===== src/rtl/regfile_read_arbiter.sv =====
// regfile_read_arbiter: shares one 16:1 register-file read mux among NUM_REQ requesters
// Ports:
//   clk        in  system clock, rising edge
//   reset_n    in  asynchronous active-low reset
//   req        in  per-requester read request, held high until ack
//   req_addr   in  4-bit register index per requester, [4i+3:4i] = requester i
//   ack        out one-hot single-cycle pulse marking rd_data valid for that requester
//   rd_data    out registered read data, valid in the ack cycle
//   reg_select out select to the 16:1 register mux
//   mux_output in  combinational data from the 16:1 register mux
//   busy       out high in SELECT and RESP
// Option: define REGARB_FIXED_PRIO_EN to give requester 0 absolute priority,
// with round-robin among the remaining requesters.
module regfile_read_arbiter #(
   parameter int NUM_REQ = 3
) (
   input  logic                   clk,
   input  logic                   reset_n,
   input  logic [NUM_REQ-1:0]     req,
   input  logic [4*NUM_REQ-1:0]   req_addr,
   output logic [NUM_REQ-1:0]     ack,
   output logic [15:0]            rd_data,
   output logic [3:0]             reg_select,
   input  logic [15:0]            mux_output,
   output logic                   busy
);
   localparam int IW = 3;
   typedef enum logic [1:0] {IDLE, SELECT, RESP} state_t;
   state_t             r_state, w_next;
   logic [IW-1:0]      r_g, r_ptr, w_win, w_ptr_nx;
   logic [15:0]        r_rd_data;
   logic [NUM_REQ-1:0] w_gmask, w_elig;
   logic               w_found, w_grant, w_live;
   logic [3:0]         w_addr_g;
   int                 idx;
   // Arbitration; in RESP the requester just served sits out one round.
   always_comb begin
      w_gmask = NUM_REQ'(1) << r_g;
      w_elig  = (r_state == RESP) ? (req & ~w_gmask) : req;
      w_found = 1'b0;
      w_win   = '0;
      idx     = 0;
`ifdef REGARB_FIXED_PRIO_EN
      w_found = w_elig[0];
`endif
      for (int k = 0; k < NUM_REQ; k++) begin
         idx = int'(r_ptr) + k;
         if (idx >= NUM_REQ) idx = idx - NUM_REQ;
         if (!w_found && |(w_elig & (NUM_REQ'(1) << idx))) begin
            w_found = 1'b1;
            w_win   = IW'(idx);
         end
      end
`ifdef REGARB_FIXED_PRIO_EN
      // Requester 0 never moves the pointer; it wraps back to 1, not 0.
      w_ptr_nx = (w_win == '0) ? r_ptr : (w_win == IW'(NUM_REQ-1)) ? IW'(1) : w_win + IW'(1);
`else
      w_ptr_nx = (w_win == IW'(NUM_REQ-1)) ? '0 : w_win + IW'(1);
`endif
   end
   assign w_addr_g = req_addr[4*r_g +: 4];
   assign w_live   = |(req & w_gmask);
   always_comb begin
      w_next  = r_state;
      w_grant = 1'b0;
      case (r_state)
         IDLE: begin
            w_next  = w_found ? SELECT : IDLE;
            w_grant = w_found;
         end
         SELECT: w_next = w_live ? RESP : IDLE;
         RESP: begin
            w_next  = w_found ? SELECT : IDLE;
            w_grant = w_found;
         end
         default: w_next = IDLE;
      endcase
   end
   always_ff @(posedge clk or negedge reset_n) begin
      if (!reset_n) begin
         r_state   <= IDLE;
         r_g       <= '0;
         r_ptr     <= '0;
         r_rd_data <= '0;
      end else begin
         r_state <= w_next;
         if (w_grant) begin
            r_g   <= w_win;
            r_ptr <= w_ptr_nx;
         end
         if (r_state == SELECT && w_live) r_rd_data <= mux_output;
      end
   end
   // Outputs depend only on registered state, so req never reaches ack combinationally.
   assign ack        = (r_state == RESP) ? w_gmask : '0;
   assign rd_data    = r_rd_data;
   assign reg_select = (r_state == IDLE) ? 4'd0 : w_addr_g;
   assign busy       = (r_state != IDLE);
endmodule


===== config.mk =====
export PLATFORM = sky130hd
export DESIGN_NAME = regfile_read_arbiter
export DESIGN_NICKNAME = d
export VERILOG_FILES = /design/src/rtl/regfile_read_arbiter.sv
export SDC_FILE = /design/constraint.sdc
export NUM_CORES = 1
export LEC_CHECK = 0
export CAP_MARGIN = 10
export CORE_MARGIN = 5
export CORE_UTILIZATION = 46
export CTS_BUF_LIST = sky130_fd_sc_hd__clkbuf_8 sky130_fd_sc_hd__clkbuf_16
export DETAILED_ROUTE_END_ITERATION = 16
export PLACE_DENSITY = 0.85
export SYNTH_ARGS = -nofsm -noshare
export SYNTH_HDL_FRONTEND = slang
export SYNTH_SLANG_ARGS = --single-unit

===== constraint.sdc =====
create_clock -name clk -period 2.9 [get_ports clk]
set_input_delay 0.435 -clock clk [delete_from_list [all_inputs] [get_ports clk]]
set_output_delay 0.435 -clock clk [all_outputs]
set_load 0.03 [all_outputs]

==> summary.txt, run 1 <==
Logic synthesis
  – Simple-gate share of the synthesized area: 15.89%
  – Synth unique cells: 51
  – Mux contribution to synthesized area: 19.45%
  – Synth top area cells: dfrtp_1, mux2_2, mux2i_1, ha_1, nor2_1
  – Compound-Gate Fraction of Synth Area: 15.89%
  – Netlist Area Pre-Place: 1724 um2
  – Post-synthesis sequential area ratio: 34.83%
  – Synth top area share: 34.83%
  – Synth area leader: dfrtp_1
  – Main synth FF type: dfrtp_1
  – Syn_area_per_cell: 10.14 um2
  – Post-synth EDFFs: 0
  – Largest family of logic cells by synthesized area: multiplexers
  – Cells after synthesis: 170
  – Ys async rst share: 100.0%
  – Yosys reg bits: 24
  – Synth Net Count: 211
  – Adder-cell share of the synthesized area: 5.806%
  – Synth Warn #: 0
  – Xor and xnor area share after synthesis: 1.524%

Drt
  – DR WL/cell: 14.95 um
  – Total Routed Length: 4125 um
  – DRC: 0
  – Routed via count: 1442
  – Vias per cell: 5.225
  – Antenna-violating nets left: 0
  – Drt first pass iters: 4
  – Initial detailed-routing violation count: 106

Power
  – Comb power frac: 69.7%
  – Sw frac: 45.36%
  – Pint: 1.556 mW
  – Flop pwr share: 22.3%
  – Worst IR drop on VDD: 0.6504 mV
  – Clock power share: 8.0%
  – Post-layout power: 2.848 mW
  – Pleak: 0.9829 nW
  – Switching power: 1.292 mW
  – Pwr/cell area: 1196 nW/um2

Die
  – Die area: 5072 um2
  – Top Ports: 57
  – CORE AREA: 3633 um2
  – Starting Density: 47.45%
  – Die Width: 71.22 um
  – DIE HEIGHT: 71.22 um
  – # rows: 22

Placed design
  – GPL Wtd Cong: 0.8539
  – Post-Place Cells: 270
  – # port buffers: 56
  – DP HPWL: 3196 um

Worst setup path
  – CP Launch Type: flop
  – Critical path type: flop to flop
  – CP max FO: 8
  – Worst endpoint required time: 3060 ps
  – CP arrival: 2970 ps
  – Kind of end point of the critical path: flop

Finish
  – P&R area growth vs syn: 38.17%
  – Commonest non-fill, non-tap cell in the layout: clkdlybuf4s50_1
  – Post-Layout Cell Count: 276
  – Most frequent cells in the layout: clkdlybuf4s50_1, dfrtp_1, mux2_2
  – Nets: 270
  – Layout cells sized above 1: 20.18%
  – # diodes: 0

STA
  – Period minus WS final: 2811 ps
  – Slew Viols, Final: 0
  – Hold Fails Final Rpt: 0
  – Slew @ Worst Pin: 473.7 ps
  – Fmax: 355.7 MHz
  – TNS Setup: 0 ps
  – Crit share post-route: 96.93%
  – Finish-stage setup viols: 0
  – Worst slew margin: 67.98%
  – Clk_skew: 2.485 ps
  – Unrepaired setup endpoints after global routing: false

Clock network
  – Root Driver: clkbuf_8
  – CTS sink cnt: 24
  – CTS tree: done
  – Clock Path Buffers: 2
  – Clk slew on worst S/H paths: 80 ps
  – Worst skew pair latency: 270 ps
  – H-tree Lvls: 1
  – Num CTS Buffers: 3

Global routing
  – Vias in the first global route: 1478
  – Grt ovf: 0
  – Pin count of the biggest net entering global routing: 25
  – Initial antenna violation count: 0
  – GRT Overall Usage: 16.11%
  – First-pass GRT wire length: 6720 um

Worst hold path
  – HP Class: input port to asynchronous set/reset pin

Status
  – Status: completed

Flow run
  – Max Cap Viol: 0
[kinds of logic after synthesis]
family | Yosys count
simple gates | 47
compound gates | 39
mux | 31
flops | 24
buf+inv | 18
fa+ha+maj | 8
xor+xnor | 3
[path summary, 6_finish.rpt]
path | startpoint | end | slack [ps] | cells past startpoint
worst max register to register | r_ptr[0]$_DFFE_PN0P_ | r_ptr[1]$_DFFE_PN0P_ | 90 | 9
min in group clk | rd_data[15]$_DFFE_PN0P_ | rd_data[15]$_DFFE_PN0P_ | 510 | 1
worst max-delay path | r_ptr[0]$_DFFE_PN0P_ | r_ptr[1]$_DFFE_PN0P_ | 90 | 9
worst min-delay path | reset_n | rd_data[12]$_DFFE_PN0P_ | 510 | 2
max in group asynchronous | reset_n | r_ptr[1]$_DFFE_PN0P_ | 2140 | 2
worst min register to register | rd_data[15]$_DFFE_PN0P_ | rd_data[15]$_DFFE_PN0P_ | 510 | 1
[Yosys cell counts (3+ instances only)]
master and n:
nor4b_1 4, ha_1 8, mux2_2 20, buf_6 4
mux2i_1 11, nand2_1 6, inv_1 9, a21oi_1 8
o21ai_0 8, dfrtp_1 24, nor2_1 18, a21boi_0 3
[repair_timing]
item,4_1_cts,5_1_grt
setup endpoints to repair,0,3
gates resized for setup,0,4
hold buffers,0,0
buffers inserted,0,2
endpoints found under the hold margin,0,0
[power groups by stage]
stage	registers, mW	logic (mW)	clock network, mW
after CTS	0.635	1.95	0.230
final	0.636	1.99	0.226
after global routing	0.664	2.14	0.241
after floorplan	0.819	1.21	0
after detailed placement	0.639	1.94	0
after global placement	0.627	1.91	0
[critical path, stage by stage, from the launching register on]
cell and delay, ps:
dfrtp_2 450, ha_1 230, inv_1 60, ha_1 250, or4b_4 520, o21ai_2 80, mux2i_1 100, o31a_1 360
a31oi_4 280, mux2_2 370
[routing by layer]
metal / track usage [%] / wire, um
met2: 25.41 / 1954
met4: 4.802 / 40
met5: 0 / 0
met3: 6.452 / 368
met1: 20.33 / 1761
[cell type report]
| class | instances | area, um2 |
|---|---|---|
| fillers | 297 | 1251 |
| clock buffers | 4 | 55.05 |
| multi-input cells | 128 | 1017 |
| inverters | 9 | 33.78 |
| repair buffers | 63 | 613.1 |
| well taps | 48 | 60.06 |
| flip-flops and latches | 24 | 603.1 |
[registers in the layout, indices dropped and copies added (netlist names)]
name     flops
rd_data     16
r_ptr        3
r_g          3
r_state      2
[through the flow]
stage	worst slack, ps	area (um2)	hold WS [ps]	util (%)
global route	1.831	2382	530.6	65.56
global placement	217.3	2302	486.3	63.36
finish	89.00	2382	507.7	65.56
CTS	90.92	2357	511.0	64.88
floorplan	219.1	1724	139.4	-
detailed placement	118.5	2302	493.8	63.36
Note: power is estimated with default switching activity, not from simulation.
==> run 2, diff against run 1 <==
--- a/config.mk
+++ b/config.mk
@@ -5,12 +5,14 @@
 export SDC_FILE = /design/constraint.sdc
 export NUM_CORES = 1
 export LEC_CHECK = 0
+export ABC_AREA = 1
 export CAP_MARGIN = 10
 export CORE_MARGIN = 5
 export CORE_UTILIZATION = 46
 export CTS_BUF_LIST = sky130_fd_sc_hd__clkbuf_8 sky130_fd_sc_hd__clkbuf_16
 export DETAILED_ROUTE_END_ITERATION = 16
 export PLACE_DENSITY = 0.85
+export SLEW_MARGIN = 20
 export SYNTH_ARGS = -nofsm -noshare
 export SYNTH_HDL_FRONTEND = slang
 export SYNTH_SLANG_ARGS = --single-unit
==> summary.txt, run 2 <==
Power
  – Worst IR drop on VDD: 0.2174 mV
  – Comb power frac: 8.6%
  – Switching power: 127.8 uW
  – Flop pwr share: 48.6%
  – Pleak: 1.248 nW
  – Clock power share: 42.9%
  – Pwr/cell area: 285.8 nW/um2
  – Pint: 560.2 uW
  – Sw frac: 18.58%

Global routing
  – Vias in the first global route: 1692
  – Initial antenna violation count: 0
  – Pin count of the biggest net entering global routing: 25
  – GRT Overall Usage: 16.96%
  – First-pass GRT wire length: 7113 um
  – Grt ovf: 0

Finish
  – P&R area growth vs syn: 39.93%
  – Nets: 356
  – Fillers: 326
  – Final Cell Area: 2407 um2
  – Most frequent cells in the layout: nand2_1, clkdlybuf4s50_1, inv_1
  – Layout cells sized above 1: 11.46%
  – Largest register FFs: 16
  – # diodes: 0
  – Util after Layout: 66.25%
  – Commonest non-fill, non-tap cell in the layout: nand2_1

Worst setup path
  – Critical path type: flop to flop
  – FF-to-FF Start: r_ptr[0]$_DFFE_PN0P_
  – CP arrival: 2750 ps
  – Worst setup endpoint: r_ptr[1]$_DFFE_PN0P_
  – Kind of end point of the critical path: flop
  – Worst endpoint required time: 3070 ps
  – Worst setup path start: r_ptr[0]$_DFFE_PN0P_
  – Crit path cell chain: ha_1, inv_1, ha_1, inv_1, nand4_2, nand2_1, nand2_1, nand3_1, nand2_2, nor2_4, nand2_2, nand2_4, inv_4, nand2_2, o21ai_2
  – CP max-delay cell: dfrtp_1
  – Reg-to-reg endpoint: r_ptr[1]$_DFFE_PN0P_
  – R2R cell count: 15
  – Top cell by count, worst path: nand2_2
  – CP Launch Type: flop
  – Peak per-stage delay on the critical path: 670 ps
  – Flop2flop setup slack: 310 ps
  – CP max FO: 12

Logic synthesis
  – Synth unique cells: 28
  – Synth top area cells: dfrtp_1, nand2_1, ha_1, inv_1, nor2_1
  – Ys async rst share: 100.0%
  – Syn_area_per_cell: 6.747 um2
  – Cells after synthesis: 255
  – Main synth FF type: dfrtp_1
  – Netlist Area Pre-Place: 1720 um2
  – Post-synthesis sequential area ratio: 34.91%
  – Synth area leader: dfrtp_1
  – Synth Net Count: 296
  – Most frequent cells after synthesis: nand2_1, inv_1, dfrtp_1
  – Post-synth EDFFs: 0
  – Most frequent cell after synthesis: nand2_1
  – Synth top area share: 34.91%
  – Yosys reg bits: 24
  – Synth Warn #: 0

Clock network
  – Clock Path Buffers: 2
  – H-tree Lvls: 1
  – Worst skew pair latency: 270 ps
  – Post_cts resized: 0
  – Root Driver: clkbuf_8
  – Clk slew on worst S/H paths: 90 ps
  – Setup Fix Bufs, Post-CTS: 0
  – # hold bufs at CTS: 0
  – Num CTS Buffers: 3
  – CTS tree: done
  – CTS sink cnt: 24

STA
  – Clk_skew: 7.272 ps
  – Worst slew margin: 66.22%
  – Finish-stage setup viols: 0
  – TNS Setup: 0 ps
  – Fmax: 386.6 MHz
  – PnR worst setup slack: 313.0 ps
  – Unrepaired setup endpoints after global routing: false
  – Slew @ Worst Pin: 506.7 ps
  – Hold Fails Final Rpt: 0
  – Slew Viols, Final: 0
  – Period minus WS final: 2587 ps
  – Crit share post-route: 89.21%

Placed design
  – Place WS: 323.0 ps
  – GPL Wtd Cong: 0.7951
  – Placement Cell Area: 2336 um2
  – DP HPWL: 3333 um
  – # port buffers: 56

Drt
  – DR WL/cell: 11.63 um
  – Total Routed Length: 4210 um
  – Vias per cell: 4.738
  – Initial detailed-routing violation count: 115
  – Antenna-violating nets left: 0
  – Routed via count: 1715
  – DRC: 0
  – Drt first pass iters: 4

Flow run
  – Max Cap Viol: 0

Die
  – Top Ports: 57
  – CORE AREA: 3633 um2
  – # rows: 22
  – Die area: 5063 um2
  – Starting Density: 47.35%
  – Die Width: 71.16 um
  – DIE HEIGHT: 71.16 um

Worst hold path
  – HP Class: flop to flop

Status
  – Status: completed
run 2: area by class of cell:
| type | count | area, um2 | share of cell area (%) |
|---|---|---|---|
| Multi-Input combinational cell | 197 | 978.4 | 40.64 |
| Timing Repair Buffer | 58 | 575.6 | 23.91 |
| Sequential cell | 24 | 600.6 | 24.95 |
| Inverter | 31 | 121.4 | 5.042 |
| Clock buffer | 3 | 41.29 | 1.715 |
| Clock inverter | 1 | 30.03 | 1.247 |
| Tap cell | 48 | 60.06 | 2.495 |
run 2: layer usage:
metal	wire length, um	vias to the layer above	global-route usage, %
li1	-	898	-
met1	1839	768	21.67
met2	2044	47	28.78
met3	311	2	4.688
met4	13	0	3.132
met5	0	-	0
run 2: power groups by stage:
stage                     logic [mW]  clock network, mW  registers (mW)
final                         0.0588              0.295           0.334
after detailed placement      0.0595                  0           0.341
after CTS                     0.0597              0.296           0.334
after global placement        0.0592                  0           0.341
after global routing          0.0645              0.311           0.334
after floorplan              0.00716                  0           0.341
run 2: worst max-delay path: cells and delay by family (launching register included):
| kind | cells | cell delay, ps |
|---|---|---|
| AND/OR/NAND/NOR | 9 | 910 |
| flip-flops | 1 | 670 |
| adder cells (fa/ha/maj) | 2 | 610 |
| buffers and inverters | 3 | 260 |
| AO/OA/AOI/OAI | 1 | 50 |
run 2: how the worst min path moves through the flow:
stage | endpoint | depth (start not counted) | slack (ps) | from
floorplan | r_g[0]$_DFFE_PN0P_ | 0 | 140 | reset_n
global placement | rd_data[12]$_DFFE_PN0P_ | 2 | 460 | rd_data[12]$_DFFE_PN0P_
detailed placement | rd_data[13]$_DFFE_PN0P_ | 2 | 470 | rd_data[13]$_DFFE_PN0P_
CTS | rd_data[4]$_DFFE_PN0P_ | 2 | 490 | rd_data[4]$_DFFE_PN0P_
global route | rd_data[4]$_DFFE_PN0P_ | 2 | 510 | rd_data[4]$_DFFE_PN0P_
finish | rd_data[3]$_DFFE_PN0P_ | 2 | 490 | rd_data[3]$_DFFE_PN0P_
run 2: kinds of logic (layout without fill, tap and decap cells):
group	count (synthesis)	in the layout	synth area share, %
compound gates	11	11	4.073
xor+xnor	3	3	1.964
fa+ha+maj	8	8	5.818
buf+inv	34	93	8.217
flops	24	24	34.91
simple gates	175	175	45.02
run 2: stage by stage:
step	instances	hold WS [ps]	power, mW
2_1_floorplan	255	139.4	0.3482
3_3_place_gp	358	461.8	0.4002
3_5_place_dp	358	468.0	0.4005
4_1_cts	362	491.6	0.6898
5_1_grt	362	514.7	0.7094
6_report	362	487.9	0.6880
==> run 3, diff against run 2 <==
--- a/config.mk
+++ b/config.mk
@@ -7,11 +7,10 @@
 export LEC_CHECK = 0
 export ABC_AREA = 1
 export CAP_MARGIN = 10
-export CORE_MARGIN = 5
 export CORE_UTILIZATION = 46
 export CTS_BUF_LIST = sky130_fd_sc_hd__clkbuf_8 sky130_fd_sc_hd__clkbuf_16
 export DETAILED_ROUTE_END_ITERATION = 16
-export PLACE_DENSITY = 0.85
+export PLACE_DENSITY_LB_ADDON = 0.2
 export SLEW_MARGIN = 20
 export SYNTH_ARGS = -nofsm -noshare
 export SYNTH_HDL_FRONTEND = slang
==> summary.txt, run 3 (same netlist as run 2, synthesis figures left out) <==
Power
  – Pwr/cell area: 283.0 nW/um2
  – Post-layout power: 682.6 uW
  – Sw frac: 17.95%
  – Flop pwr share: 49.0%
  – Clock power share: 42.4%
  – Comb power frac: 8.6%
  – Worst IR drop on VDD: 0.2129 mV
  – Switching power: 122.5 uW
  – Pint: 560.0 uW
  – Pleak: 1.253 nW

Drt
  – Drt first pass iters: 4
  – Total Routed Length: 3706 um
  – Initial detailed-routing violation count: 71
  – Vias per cell: 4.729
  – DRC: 0
  – DR WL/cell: 10.27 um
  – Antenna-violating nets left: 0
  – Routed via count: 1707

Worst hold path
  – HP Class: flop to flop

Worst setup path
  – Worst endpoint required time: 2470 ps
  – CP Buf/Inv Count: 3
  – Critical path type: flop to output port
  – Kind of end point of the critical path: output port
  – Crit path cell chain: inv_1, nor2_1, nand2_1, nand3_1, nand2_1, inv_1, clkdlybuf4s50_1
  – CP max-delay cell: clkdlybuf4s50_1
  – Flop2flop setup slack: 580 ps
  – CP max FO: 4
  – CP arrival: 2050 ps
  – CP Launch Type: flop
  – Peak per-stage delay on the critical path: 660 ps
  – CP top delay family: buffers and inverters

Flow run
  – Max Cap Viol: 0

STA
  – Finish-stage setup viols: 0
  – Unrepaired setup endpoints after global routing: false
  – Fmax: 402.5 MHz
  – Slew Viols, Final: 0
  – Hold Fails Final Rpt: 0
  – TNS Setup: 0 ps
  – Slew @ Worst Pin: 438.3 ps
  – Clk_skew: 3.796 ps
  – Period minus WS final: 2485 ps
  – Crit share post-route: 85.68%
  – Worst slew margin: 70.60%

Clock network
  – Worst skew pair latency: 270 ps
  – Setup Fix Bufs, Post-CTS: 0
  – CTS sink cnt: 24
  – # hold bufs at CTS: 0
  – Root Driver: clkbuf_8
  – H-tree Lvls: 1
  – Post_cts resized: 0
  – CTS tree: done
  – Clk slew on worst S/H paths: 80 ps
  – Clock Path Buffers: 2
  – Num CTS Buffers: 3

Global routing
  – Initial antenna violation count: 0
  – Grt ovf: 0
  – Vias in the first global route: 1604
  – First-pass GRT wire length: 6624 um
  – GRT Overall Usage: 20.46%
  – Pin count of the biggest net entering global routing: 25

Status
  – Status: completed

Die
  – Die area: 3989 um2
  – CORE AREA: 3468 um2
  – Starting Density: 49.60%
  – Top Ports: 57
  – # rows: 21
  – Die Width: 63.16 um
  – DIE HEIGHT: 63.16 um

Finish
  – Largest register FFs: 16
  – Post-Layout Cell Count: 361
  – Nets: 357
  – P&R area growth vs syn: 40.22%
  – Layout cells sized above 1: 11.75%
  – Commonest non-fill, non-tap cell in the layout: nand2_1
  – Final Cell Area: 2412 um2
  – Most frequent cells in the layout: nand2_1, clkdlybuf4s50_1, inv_1
  – # diodes: 0

Placed design
  – Placement Cell Area: 2341 um2
  – # port buffers: 56
  – DP HPWL: 2912 um
  – Post-Place Cells: 357
  – GPL Wtd Cong: 0.9071
## run 3: layer usage
layer / part of all wire [%] / global-route usage, %
met2: 46 / 34.41
met5: 0 / 0
met3: 5.0 / 2.899
met1: 48 / 26.69
met4: 1.3 / 6.977
## run 3: layout make-up
cell class	instances	area, um2
clock buffer	3	41.29
inverter	31	121.4
fill	313	1056
sequential	24	600.6
tap	46	57.56
timing repair buffer	59	583.1
clock inverter	1	30.03
multi-input combinational	197	978.4
## run 3: path summary, 6_finish.rpt
path                                         from                       to  cells past startpoint
hold reg to reg            rd_data[1]$_DFFE_PN0P_   rd_data[1]$_DFFE_PN0P_                      2
setup reg to reg             r_ptr[0]$_DFFE_PN0P_     r_ptr[1]$_DFFE_PN0P_                     15
min in group asynchronous                 reset_n   rd_data[5]$_DFFE_PN0P_                      2
max in group asynchronous                 reset_n  rd_data[13]$_DFFE_PN0P_                      2
hold / removal             rd_data[1]$_DFFE_PN0P_   rd_data[1]$_DFFE_PN0P_                      2
setup / recovery               r_g[0]$_DFFE_PN0P_            reg_select[1]                      7
## run 3: stage by stage
stage | setup WS [ps] | hold slack (ps) | utilization [%]
2_1_floorplan | 861.5 | 139.4 | -
3_3_place_gp | 605.6 | 462.0 | 67.50
3_5_place_dp | 569.2 | 463.5 | 67.50
4_1_cts | 413.1 | 486.8 | 69.55
5_1_grt | 199.7 | 509.4 | 69.55
6_report | 415.3 | 481.8 | 69.55
## run 3: power groups by stage
stage                     Combinational (mW)  Clock, mW  Sequential [mW]
after floorplan                      0.00716          0            0.341
after global placement                0.0586          0            0.341
after detailed placement              0.0593          0            0.341
after CTS                             0.0596      0.295            0.334
after global routing                  0.0650      0.309            0.334
final                                 0.0588      0.290            0.334
## run 3: tightest hold or removal path: stages, from the launching register on
cell and delay [ps]:
dfrtp_1 350, nand2_1 50, nand2_1 50
